<file path="src/rtl/fetch_unit.sv">
// fetch_unit: instruction fetch stage. Owns the program counter and drives
// the instruction memory address, and registers the fetched instruction
// into the IF/ID register. A taken jump redirects the PC and replaces
// the IF/ID contents with one NOP bubble. Stall freezes the stage, and
// halt stops fetching until reset.
//
// Handshake: this stage has no valid/ready pair. Downstream applies
// back-pressure with 'stall', which freezes PC and IF/ID on the same edge.
// 'valid' marks IF/ID as holding a real fetched instruction; bubbles
// (boot, jump flush, halt) present NOP_INSTR with valid=0.
//
// Ports:
//   clk, reset          clock and synchronous active-high reset
//   stall               freeze PC and IF/ID (RUN only)
//   halt_req            enter terminal HALTED state
//   jump, jump_address  taken jump and target, from the jump decoder
//   imem_addr           instruction memory address (= pc)
//   imem_data           asynchronous read data for imem_addr
//   instruction         IF/ID instruction
//   instr_pc            PC of the IF/ID instruction
//   valid               IF/ID holds a real instruction
//   halted              high while in HALTED
module fetch_unit #(
  parameter int                   PC_WIDTH  = 16,
  parameter logic [PC_WIDTH-1:0]  RESET_PC  = '0,
  parameter logic [15:0]          NOP_INSTR = 16'h0000
) (
  input  logic                clk,
  input  logic                reset,
  input  logic                stall,
  input  logic                halt_req,
  input  logic                jump,
  input  logic [PC_WIDTH-1:0] jump_address,
  output logic [PC_WIDTH-1:0] imem_addr,
  input  logic [15:0]         imem_data,
  output logic [15:0]         instruction,
  output logic [PC_WIDTH-1:0] instr_pc,
  output logic                valid,
  output logic                halted
);

  typedef enum logic [1:0] {
    ST_BOOT   = 2'd0,
    ST_RUN    = 2'd1,
    ST_HALTED = 2'd2
  } state_e;

  localparam logic [PC_WIDTH-1:0] PC_ONE = {{(PC_WIDTH-1){1'b0}}, 1'b1};

  state_e              state_q, state_d;
  logic [PC_WIDTH-1:0] pc_q, pc_d;
  logic [15:0]         instr_q, instr_d;
  logic [PC_WIDTH-1:0] instr_pc_q, instr_pc_d;
  logic                valid_q, valid_d;
  logic                halted_q, halted_d;

  always_comb begin
    state_d    = state_q;
    pc_d       = pc_q;
    instr_d    = instr_q;
    instr_pc_d = instr_pc_q;
    valid_d    = valid_q;
    halted_d   = halted_q;
    case (state_q)
      // One settling cycle after reset: nothing is loaded, stall ignored.
      ST_BOOT: begin
        state_d = ST_RUN;
      end
      ST_RUN: begin
        if (stall) begin
          // Hold everything. A jump decoded from the held instruction is
          // still asserted once the stall releases, so it is not lost.
        end else if (jump) begin
          // Redirect; the word fetched this cycle is on the wrong path.
          pc_d    = jump_address;
          instr_d = NOP_INSTR;
          valid_d = 1'b0;
        end else if (halt_req) begin
          state_d  = ST_HALTED;
          instr_d  = NOP_INSTR;
          valid_d  = 1'b0;
          halted_d = 1'b1;
        end else begin
          instr_d    = imem_data;
          instr_pc_d = pc_q;
          valid_d    = 1'b1;
          pc_d       = pc_q + PC_ONE;  // wraps silently
        end
      end
      ST_HALTED: begin
        // Terminal: only reset leaves this state.
      end
      default: begin
        state_d = ST_BOOT;
      end
    endcase
  end

  always_ff @(posedge clk) begin
    if (reset) begin
      state_q    <= ST_BOOT;
      pc_q       <= RESET_PC;
      instr_q    <= NOP_INSTR;
      instr_pc_q <= '0;
      valid_q    <= 1'b0;
      halted_q   <= 1'b0;
    end else begin
      state_q    <= state_d;
      pc_q       <= pc_d;
      instr_q    <= instr_d;
      instr_pc_q <= instr_pc_d;
      valid_q    <= valid_d;
      halted_q   <= halted_d;
    end
  end

  assign imem_addr   = pc_q;
  assign instruction = instr_q;
  assign instr_pc    = instr_pc_q;
  assign valid       = valid_q;
  assign halted      = halted_q;

endmodule

</file>
<file path="config.mk">
export PLATFORM = sky130hd
export DESIGN_NAME = fetch_unit
export DESIGN_NICKNAME = d
export VERILOG_FILES = /design/src/rtl/fetch_unit.sv
export SDC_FILE = /design/constraint.sdc
export NUM_CORES = 1
export LEC_CHECK = 0
export CAP_MARGIN = 30
export CORE_MARGIN = 5
export CORE_UTILIZATION = 44
export CTS_CLUSTER_SIZE = 20
export DETAILED_ROUTE_END_ITERATION = 8
export PLACE_DENSITY = 0.8
export SLEW_MARGIN = 20
export SYNTH_ARGS = -nofsm -noshare
export SYNTH_HDL_FRONTEND = slang
export SYNTH_SLANG_ARGS = --single-unit
</file>
<file path="constraint.sdc">
create_clock -name clk -period 1.9 [get_ports clk]
set_input_delay 0.38 -clock clk [delete_from_list [all_inputs] [get_ports clk]]
set_output_delay 0.38 -clock clk [all_outputs]
set_load 0.03 [all_outputs]
</file>
==> summary.txt, run 1 <==
outcome: complete, no violations
Antenna diodes: 0
# rows: 26
Worst Path Required: 1.52 ns
Overall Global Routing Usage: 20.3%
register area share after synthesis: 44.5%
drt first pass iters: 4
DR iter-0 viols: 161
worst vdd ir: 516 µV
Synth Area in Simple Gates: 25.9%
initial antenna violation count: 0
Routed WL: 6.97 mm
post_cts resized: 6
crit-path cells: clkdlybuf4s50_1
compound-cell area share of the yosys netlist: 21.9%
largest family of logic cells by synthesized area: simple AND/OR/NAND/NOR gates
post-cts hold buffer count: 0
gpl congestion: 0.923
Net Sw Frac: 26.9%
leakage: 1.32 nW
Synth Area in XOR/XNOR: 0%
Post-DRT Antenna Nets: 0
synth warn: 0
Post-synth EDFFs: 0
Post-CTS Setup Bufs: 0
Clock Tree Buf Depth: 2
DP Wirelength: 5.23 mm
Clk network pwr share: 30.9%
worst-case clock skew: 0.00919 ns
pwr/cell area: 626 nW/µm²
initial core utilization: 45.5%
Syn Inst Count: 294
relative slew slack: 70.9%
overall power consumption: 2.17 mW
Synth Area in Adders: 0.535%
htree depth: 2
vias: 2537
DR vias/cell: 5.54
setup slack after layout: 0.0596 ns
cell internal pwr: 1.59 mW
WP data arrival: 1.46 ns
Critical Path Max Stage Delay: 0.72 ns
combinational power share: 16.5%
Top FF cell, synth: dfxtp_1
PortBufs: 86
TritonCTS clock tree: done
Unique masters post-synth: 45
fmax: 543 MHz
sw power: 0.586 mW
DRC errors left: 0
CP delay by family, top: buffers and inverters
Startpoint Class: register
Mapped Area: 2340 µm²
Post-Syn Nets: 332
pin count of the biggest net entering global routing: 28
clock sink count: 52
min-delay src: reset
layout cells sized above 1: 10.1%
final setup fails: 0
most common cell after layout, fill and taps aside: clkdlybuf4s50_1
Worst-path clk slew: 0.09 ns
crit end category: output port
area grow syn2layout: 48.4%
final slew viol count: 0
slowest library cell on the worst path: clkdlybuf4s50_1
part of the power in registers: 52.7%
max-cap viol count: 0
TNS Setup: 0 ns
vias in the first global route: 2377
register bit total from synthesis: 52
Crit Path Max Fanout: 5
nets: 425
die area: 6880 µm²
Place WS: -0.155 ns
Fin Hold WS: 0.403 ns
syn avg cell area: 7.96 µm²
Period minus WS final: 1.84 ns
first-pass GRT wire length: 11.7 mm
worst setup path startpoint: imem_addr[15]$_SDFFE_PP0P_
Skew-Pair Late Insertion Delay: 0.31 ns
RSZ-0062 raised after global routing: no
Worst Tran Pin Value: 0.433 ns
GRT overflow: 0
CTS root buf: clkbuf_8
DR WL/cell: 15.2 µm
CP Class: reg -> out
Die W: 82.9 µm
Finished Core Util: 67.6%
Hold Vio Cnt, Final: 0
Crit path buffers/inverters: 1
ys async rst share: 0%
most frequent cells in the layout: clkdlybuf4s50_1, dfxtp_1, nand2_1
Ports: 87
total CTS buffers: 5
Hold WC Path Type: in -> reg
RR Startpoint: imem_addr[4]$_SDFFE_PP0P_
Die H: 82.9 µm
floorplan core area: 5140 µm²
final period utilization: 96.9%
post-synthesis mux area share: 0.856%
## power by group through the flow
| stage | Sequential (mW) | Clock (mW) | Combinational [mW] |
|---|---|---|---|
| 4_1_cts | 1.14 | 0.693 | 0.358 |
| 3_3_place_gp | 1.17 | 0 | 0.357 |
| 6_report | 1.14 | 0.672 | 0.358 |
| 3_5_place_dp | 1.17 | 0 | 0.360 |
| 5_1_grt | 1.15 | 0.760 | 0.385 |
| 2_1_floorplan | 1.21 | 0 | 0.131 |
## worst paths after layout
path	to	slack, ns	depth (start not counted)
worst max-delay path	imem_addr[15]	0.06	1
worst max register to register	imem_addr[14]$_SDFFE_PP0P_	0.17	4
worst min-delay path	imem_addr[2]$_SDFFE_PP0P_	0.40	2
worst min register to register	instr_pc[8]$_SDFFE_PP0P_	0.46	2
## cell families (layout without fill, tap and decap cells)
| kind of cell | after synthesis | in the layout |
|---|---|---|
| AO/OA/AOI/OAI | 80 | 80 |
| flip-flops | 52 | 52 |
| buffers and inverters | 32 | 126 |
| AND/OR/NAND/NOR | 127 | 127 |
| adder cells (fa/ha/maj) | 1 | 1 |
| multiplexers | 2 | 2 |
## metal layers
layer	vias to the layer above	GRT usage (%)	wire length (µm)
li1	1237	-	-
met1	1161	25.2	2900
met2	129	31.4	3240
met3	10	9.41	762
met4	0	6.24	71
met5	-	0	0
## synthesized netlist by cell type, types with 2 or more instances
master / instances / area (µm²)
buf_6: 2 / 22.5
nor4b_1: 3 / 26.3
nor3_1: 5 / 25.0
a31oi_1: 3 / 18.8
mux2i_1: 2 / 20.0
a311o_1: 2 / 20.0
nand4_1: 7 / 43.8
nor2_1: 31 / 116
and3_1: 5 / 31.3
dfxtp_1: 52 / 1040
inv_1: 6 / 22.5
and2_1: 3 / 18.8
a22o_1: 2 / 17.5
nand2b_1: 2 / 12.5
nand2_1: 46 / 173
nand3_1: 9 / 45.0
a21oi_1: 32 / 160
nor4_1: 9 / 56.3
a22oi_1: 16 / 120
clkbuf_1: 16 / 60.1
buf_2: 7 / 35.0
o21ai_0: 11 / 55.1
## registers in the layout, summed over array words and instances (netlist names)
| name | cells |
|---|---|
| imem_addr | 16 |
| instruction | 16 |
| state_q | 2 |
| instr_pc | 16 |
| valid | 1 |
| halted | 1 |
## layout make-up
class / count / area, µm²
clock buffer: 6 / 82.6
clock inverter: 2 / 13.8
fill: 481 / 1670
inverter: 6 / 22.5
multi-input combinational: 210 / 1160
sequential: 52 / 1040
tap: 70 / 87.6
timing repair buffer: 112 / 1070
## stage by stage
step           area (µm²)  std cells
3_3_place_gp         3370        450
5_1_grt              3470        458
4_1_cts              3460        458
2_1_floorplan        2340        294
6_report             3470        458
3_5_place_dp         3370        450
Power figures use the tool's default switching activity.
==> run 2: changes to the inputs <==
--- a/config.mk
+++ b/config.mk
@@ -7,10 +7,11 @@
 export LEC_CHECK = 0
 export CAP_MARGIN = 30
 export CORE_MARGIN = 5
-export CORE_UTILIZATION = 44
+export CORE_UTILIZATION = 47
+export CTS_BUF_LIST = sky130_fd_sc_hd__clkbuf_16
 export CTS_CLUSTER_SIZE = 20
 export DETAILED_ROUTE_END_ITERATION = 8
-export PLACE_DENSITY = 0.8
+export PLACE_DENSITY = 0.84
 export SLEW_MARGIN = 20
 export SYNTH_ARGS = -nofsm -noshare
 export SYNTH_HDL_FRONTEND = slang
==> constraint.sdc (replaced) <==
create_clock -name clk -period 2.3 [get_ports clk]
set_input_delay 0.46 -clock clk [delete_from_list [all_inputs] [get_ports clk]]
set_output_delay 0.46 -clock clk [all_outputs]
set_load 0.03 [all_outputs]
==> run 2 against run 1 <==
  * Power shrank 9.3%
  * Clock skew decreased by 0.0049 ns
  * Non-clock buffer count down 10
  * First-iteration DRC count is 130% higher
  * Combinational power is 19% lower
  * Critical endpoint is now imem_addr[4]
==> summary.txt, run 2 (same netlist as run 1, synthesis figures left out) <==
outcome: complete, no violations
floorplan core area: 4790 µm² (-6.9%)
most common cell after layout, fill and taps aside: clkdlybuf4s50_1
Fillers: 381 (-21%)
Antenna diodes: 0 (unchanged)
crit end category: output port
DP Wirelength: 4.95 mm (-5.4%)
Crit Path Max Fanout: 9 (+4)
Post-DRT Antenna Nets: 0 (unchanged)
Die W: 80.6 µm (-2.9%)
Hold Vio Cnt, Final: 0 (unchanged)
die area: 6490 µm² (-5.6%)
fmax: 484 MHz
gpl congestion: 0.891 (-3.5%)
Die H: 80.6 µm (-2.9%)
Skew-Pair Late Insertion Delay: 0.29 ns (-0.02 ns)
Post-CTS Setup Bufs: 0 (unchanged)
end of the critical path: imem_addr[4]
relative slew slack: 70.6% (-0.30 points)
layout cells sized above 1: 7.41% (-2.6 points)
Overall Global Routing Usage: 22.1% (+1.7 points)
# rows: 25 (-3.8%)
RSZ-0062 raised after global routing: no
worst-case clock skew: 0.00429 ns (-0.00491 ns)
post-cts hold buffer count: 0 (unchanged)
worst vdd ir: 455 µV (-12%)
slowest library cell on the worst path: clkdlybuf4s50_1
vias in the first global route: 2444 (+2.8%)
nets: 415 (-2.4%)
Period minus WS final: 2.06 ns
Ports: 87 (unchanged)
pin count of the biggest net entering global routing: 45 (+61%)
GRT overflow: 0 (unchanged)
TNS Setup: 0 ns (unchanged)
CP Class: reg -> out
htree depth: 2 (unchanged)
final slew viol count: 0 (unchanged)
DR vias/cell: 5.64 (+1.9%)
total CTS buffers: 5 (unchanged)
Worst-path clk slew: 0.07 ns (-0.02 ns)
DR iter-0 viols: 366 (+130%)
Hold Crit Depth: 2 (unchanged)
Reg2Reg Depth: 5 (+1)
Stages on worst setup path: 1 (unchanged)
drt first pass iters: 4 (unchanged)
final setup fails: 0 (unchanged)
DR WL/cell: 15.8 µm (+3.5%)
most frequent cells in the layout: clkdlybuf4s50_1, dfxtp_1, nand2_1
reg-to-reg slack, setup: 0.28 ns (+0.11 ns)
Final Cell Area: 3450 µm² (-0.65%)
Startpoint Class: register
max-cap viol count: 0 (unchanged)
PortBufs: 86 (unchanged)
Worst Tran Pin Value: 0.438 ns (+0.00447 ns)
Hold WC Path Type: reg -> reg
area grow syn2layout: 47.5%
first-pass GRT wire length: 11.3 mm (-3.7%)
R2R Path End: imem_addr[14]$_SDFFE_PP0P_
final period utilization: 89.8%
Worst Path Required: 1.84 ns (+0.32 ns)
area of placed instances: 3310 µm² (-2.0%)
post_cts resized: 0 (-6)
CP delay by family, top: buffers and inverters
initial antenna violation count: 0 (unchanged)
pwr/cell area: 572 nW/µm² (-8.7%)
vias: 2511 (-1.0%)
leakage: 1.18 nW (-11%)
crit-path cells: clkdlybuf4s50_1
Clock Tree Buf Depth: 2 (unchanged)
clock sink count: 52 (unchanged)
DRC errors left: 0 (unchanged)
Routed WL: 7.01 mm (+0.56%)
initial core utilization: 48.9% (+3.4 points)
RR Startpoint: imem_addr[0]$_SDFFE_PP0P_
CTS root buf: clkbuf_16
TritonCTS clock tree: done
Critical Path Max Stage Delay: 0.75 ns (+0.03 ns)
worst setup path startpoint: imem_addr[4]$_SDFFE_PP0P_
Crit path buffers/inverters: 1 (unchanged)
WP data arrival: 1.60 ns (+0.14 ns)
-- run 2: where the power goes --
group          switching [mW]  leakage [nW]  total (mW)  internal [mW]
clock network           0.332        0.0712       0.734          0.402
logic                   0.149         0.689       0.289          0.140
registers              0.0282         0.421       0.950          0.922
total                   0.509          1.18        1.97           1.46
-- run 2: worst min-delay path by stage --
stage | from | to
final | instr_pc[0]$_SDFFE_PP0P_ | instr_pc[0]$_SDFFE_PP0P_
after global routing | instr_pc[4]$_SDFFE_PP0P_ | instr_pc[4]$_SDFFE_PP0P_
after CTS | instr_pc[0]$_SDFFE_PP0P_ | instr_pc[0]$_SDFFE_PP0P_
after detailed placement | instr_pc[0]$_SDFFE_PP0P_ | instr_pc[0]$_SDFFE_PP0P_
after global placement | instr_pc[5]$_SDFFE_PP0P_ | instr_pc[5]$_SDFFE_PP0P_
after floorplan | state_q[1]$_SDFFE_PP0P_ | state_q[0]$_SDFFE_PP0P_
-- run 2: per-layer routing --
metal / GRT usage [%] / routed length [µm] / share of wire [%]
met5: 0 / 0 / 0
met4: 7.77 / 68 / 0.97
met3: 8.41 / 826 / 12
met2: 36.4 / 3400 / 48
met1: 26.0 / 2720 / 39
-- run 2: stage by stage --
step	std cells	worst slack [ns]	hold slack [ns]	power, mW	utilization (%)
after floorplan	294	0.492	0.442	1.11	-
after global placement	437	0.174	0.443	1.25	69.1
after detailed placement	437	0.124	0.448	1.26	69.1
after CTS	445	0.255	0.457	1.97	72.1
after global routing	445	0.162	0.476	2.04	72.1
final	445	0.235	0.456	1.97	72.1
-- run 2: cell type report --
class	count	area, µm²	share of cell area, %
clock buffers	5	125	3.63
clock inverters	3	20.0	0.580
inverters	6	22.5	0.653
multi-input cells	210	1160	33.5
flip-flops and latches	52	1040	30.2
well taps	67	83.8	2.43
repair buffers	102	1000	29.0
